`src/rtl/pc_control.sv`:
```
// Program counter, condition flags and run/halt control for a 16-bit core.
// Resolves B/BR redirects against the registered flags and freezes everything after HLT.
module pc_control (
    input  logic        clk,
    input  logic        rst,
    input  logic [15:0] instr,
    input  logic [15:0] reg_data,
    input  logic [2:0]  flag_in,
    input  logic [2:0]  flag_en,
    output logic [15:0] pc,
    output logic [15:0] pc_plus2,
    output logic [2:0]  flags,
    output logic        branch_taken,
    output logic        hlt
);

    typedef enum logic {RUN = 1'b0, HALT = 1'b1} state_t;

    localparam logic [3:0] OP_B   = 4'b1100;
    localparam logic [3:0] OP_BR  = 4'b1101;
    localparam logic [3:0] OP_HLT = 4'b1111;

    state_t      state;
    logic [3:0]  opcode;
    logic [2:0]  ccc;
    logic [8:0]  imm9;
    logic [15:0] b_target;
    logic [15:0] next_pc;
    logic        cond;
    logic        z, v, n;

    assign opcode   = instr[15:12];
    assign ccc      = instr[11:9];
    assign imm9     = instr[8:0];
    assign z        = flags[2];
    assign v        = flags[1];
    assign n        = flags[0];
    assign pc_plus2 = pc + 16'd2;
    assign b_target = pc_plus2 + {{6{imm9[8]}}, imm9, 1'b0};

    always_comb begin
        cond = 1'b0;
        case (ccc)
            3'b000: cond = ~z;
            3'b001: cond = z;
            3'b010: cond = ~z & ~n;
            3'b011: cond = n;
            3'b100: cond = z | (~z & ~n);
            3'b101: cond = n | z;
            3'b110: cond = v;
            3'b111: cond = 1'b1;
            default: cond = 1'b0;
        endcase
    end

    assign branch_taken = (state == RUN) && ((opcode == OP_B) || (opcode == OP_BR)) && cond;
    assign next_pc      = branch_taken ? ((opcode == OP_BR) ? reg_data : b_target) : pc_plus2;

    // Flags written here are only seen by the branch logic from the following cycle.
    always_ff @(posedge clk or posedge rst) begin
        if (rst) begin
            state <= RUN;
            hlt   <= 1'b0;
            pc    <= 16'h0000;
            flags <= 3'b000;
        end else if (state == RUN) begin
            for (int i = 0; i < 3; i++)
                if (flag_en[i]) flags[i] <= flag_in[i];
            if (opcode == OP_HLT) begin
                state <= HALT;
                hlt   <= 1'b1;
            end else begin
                pc <= next_pc;
            end
        end
    end

endmodule

```
`config.mk`:
```
export PLATFORM = sky130hd
export DESIGN_NAME = pc_control
export DESIGN_NICKNAME = d
export VERILOG_FILES = /design/src/rtl/pc_control.sv
export SDC_FILE = /design/constraint.sdc
export NUM_CORES = 1
export LEC_CHECK = 0
export CAP_MARGIN = 5
export CORE_ASPECT_RATIO = 1.4
export CORE_UTILIZATION = 49
export CTS_CLUSTER_SIZE = 30
export DETAILED_ROUTE_END_ITERATION = 7
export PLACE_DENSITY = 0.87
export SLEW_MARGIN = 10
export SYNTH_ARGS = -nofsm -noshare
export SYNTH_HDL_FRONTEND = slang
export SYNTH_SLANG_ARGS = --single-unit
```
`constraint.sdc`:
```
create_clock -name clk -period 4.8 [get_ports clk]
set_input_delay 0.48 -clock clk [delete_from_list [all_inputs] [get_ports clk]]
set_output_delay 0.48 -clock clk [all_outputs]
set_load 0.05 [all_outputs]
```
==> results.sh <==
export IMPL_root_buffer="clkbuf_8"
export IMPL_postCtsSetupBuffers=0
export IMPL_grt_pass1_vias=2060
export IMPL_power_total_mw=2.24
export IMPL_final_cell_mix="76 x clkdlybuf4s50_1, 21 x nand2_1, 21 x dfrtp_1"
export IMPL_synth_fp_nets=307
export IMPL_synth_top_cell_area_share_pct=24.2
export IMPL_nets=380
export IMPL_async_flop_share_pct=100
export IMPL_grt_overflow=0
export IMPL_synthDistinctLibCells=64
export IMPL_cts_buffers=3
export IMPL_grt_max_degree=23
export IMPL_grt_pass1_wl_um=9420
export IMPL_slew_viol_final=0
export IMPL_synth_edf_count=0
export IMPL_ys_seq_area_share_pct=24.2
export IMPL_clk_path_buf_depth=2
export IMPL_num_antenna_cells=0
export IMPL_max_slew_margin_pct=45.3
export IMPL_syn_to_final_growth_pct=38.4
export IMPL_hold_start="hlt"
export IMPL_reg2reg_slack_ns=1.46
export IMPL_routedWlPerCell_um=15.5
export IMPL_clkLatencyLatePin_ns=0.27
export IMPL_core_mm2=0.00424
export IMPL_drive_gt1_share_pct=6.88
export IMPL_finalWorstSetupSlack_ns=1.36
export IMPL_layout_worst_path_cycle_share_pct=71.6
export IMPL_drv_cap=0
export IMPL_hold_path_endpoint="hlt"
export IMPL_path_max_fanout=22
export IMPL_finalSetupTns_ns=0
export IMPL_holdWs_ns=0.486
export IMPL_syn_area_per_cell_um2=8.74
export IMPL_post_route_min_period_ns=3.44
export IMPL_placed_area_mm2=0.00295
export IMPL_synthTopCellsByArea="dfrtp_1 24%, ha_1 10%, xnor2_1 4.8%"
export IMPL_gp_congestion=0.905
export IMPL_ys_ff_latch=21
export IMPL_rr_endpoint="pc[14]"
export IMPL_worst_pin_slew_ns=0.820
export IMPL_cp_arrival_ns=2.96
export IMPL_portBuffers=76
export IMPL_reg2reg_depth=12
export IMPL_dieArea_mm2=0.00470
export IMPL_dp_hpwl_um=4590
export IMPL_power_density_mw_per_mm2=746
export IMPL_synth_area_leader_cell="dfrtp_1"
export IMPL_ant_nets=0
export IMPL_cts_hold_fix_buffers=0
export IMPL_cp_end_kind="output pin"
export IMPL_final_common_cell="clkdlybuf4s50_1"
export IMPL_critPathKind="in2out"
export IMPL_cts_sinks=21
export IMPL_clkTransAtPathRegs_ns=0.08
export IMPL_synthesis_area_mm2=0.00217
export IMPL_vdd_drop_max_mv=0.538
export IMPL_rsz0062_at_grt="no"
export IMPL_grt_use_total_pct=26.1
export IMPL_antenna_found_initial=0
export IMPL_start_util_pct=51.1
export IMPL_postCtsResizedCells=0
export IMPL_syn_inst=248
export IMPL_ys_dominant_reg_cell="dfrtp_1"
export IMPL_htreeDepth=1
export IMPL_drc=0
export IMPL_drtPass1Iterations=4
export IMPL_drt_iter0_markers=137
export IMPL_vias=2275
export IMPL_nFillCells=343
export IMPL_r2r_start="pc[1]"
export IMPL_skew_ns=0.00482
export IMPL_hold_violations=0
export IMPL_dp_slack_ns=1.36
export IMPL_ios=77
export IMPL_whs_path_depth=1
export IMPL_status="completed"
export IMPL_die_height_um=80.7
export IMPL_multi_input_area_mm2=0.00155
export IMPL_die_x_um=58.2
export IMPL_rows=28
export IMPL_maxClockFrequency_mhz=291
export IMPL_final_cell_area_mm2=0.00300
export IMPL_cts_tree="done"
export IMPL_yosys_warnings=0
export IMPL_setup_viol=0
export IMPL_worstHoldPathType="reg2reg"
export IMPL_regArea_um2=526
export IMPL_drt_vias_per_instance=5.99
export IMPL_start_kind="input port"
export IMPL_cp_required_ns=4.32
export IMPL_wl_um=5890
export IMPL_p_leak_nw=1.25
[worst max-delay path by stage]
stage / start / slack, ns / endpoint / cells past startpoint
global route: instr[15] / 1.22 / branch_taken / 6
global placement: instr[14] / 1.43 / branch_taken / 6
CTS: instr[14] / 1.37 / branch_taken / 6
detailed placement: instr[14] / 1.36 / branch_taken / 6
finish: instr[14] / 1.36 / branch_taken / 6
floorplan: pc[1] / 0.72 / pc[14] / 12
[through the flow]
stage                     util (%)  instances
after floorplan                  -        248
after detailed placement      69.7        376
final                         70.7        380
after global placement        69.7        376
after CTS                     70.7        380
after global routing          70.7        380
[cells in the mapped netlist (3+ instances only)]
cell type / n
inv_1: 10
a31oi_1: 3
buf_2: 4
a21oi_1: 18
nand2_1: 21
nor2b_1: 4
xnor2_1: 12
nor2_1: 13
nand4_1: 5
and3_1: 6
o22ai_1: 3
and2_1: 4
o21ai_0: 8
dfrtp_1: 21
a211oi_1: 4
xor2_1: 12
mux2_2: 4
a21o_1: 7
ha_1: 18
nand3_1: 8
[layer usage]
| metal | vias to the layer above | GRT usage (%) | share of wire [%] |
|---|---|---|---|
| li1 | 1075 | - | - |
| met5 | - | 0 | 0 |
| met4 | 0 | 7.14 | 1.1 |
| met2 | 94 | 47.8 | 52 |
| met1 | 1098 | 31.5 | 42 |
| met3 | 8 | 3.22 | 4.7 |
[flip-flops by register name, summed over array words and instances (netlist names)]
signal and count:
flags 3, hlt 1, pc 16, state 1
[power by group]
part	internal [mW]	switching (mW)
clock	0.0580	0.0645
combinational	0.664	1.08
sequential	0.252	0.125
total	0.974	1.26
[worst max-delay path, cell delays in order]
cell and delay [ns]:
clkdlybuf4s50_1 0.50, nand2_1 0.10, nor4_2 0.27, nand3_2 0.41, inv_2 0.34, clkdlybuf4s50_1 0.85
[layout make-up]
| cell class | count | area share (%) |
|---|---|---|
| Clock inverter | 1 | 0.167 |
| Multi-Input combinational cell | 208 | 51.7 |
| Sequential cell | 21 | 17.5 |
| Tap cell | 60 | 2.50 |
| Clock buffer | 3 | 1.38 |
| Inverter | 11 | 1.38 |
| Timing Repair Buffer | 76 | 25.4 |
[cell families after synthesis]
| logic type | after synthesis | share of synthesized area (%) |
|---|---|---|
| and+or+nand+nor | 85 | 22.8 |
| AOI/OAI and AO/OA | 73 | 23.6 |
| xor gates and xnor gates | 25 | 10.7 |
| DFF | 21 | 24.2 |
| buffers and inverters | 19 | 4.21 |
| adders and majority gates | 19 | 11.3 |
| muxes | 6 | 3.06 |
(Power assumes the default switching activity.)
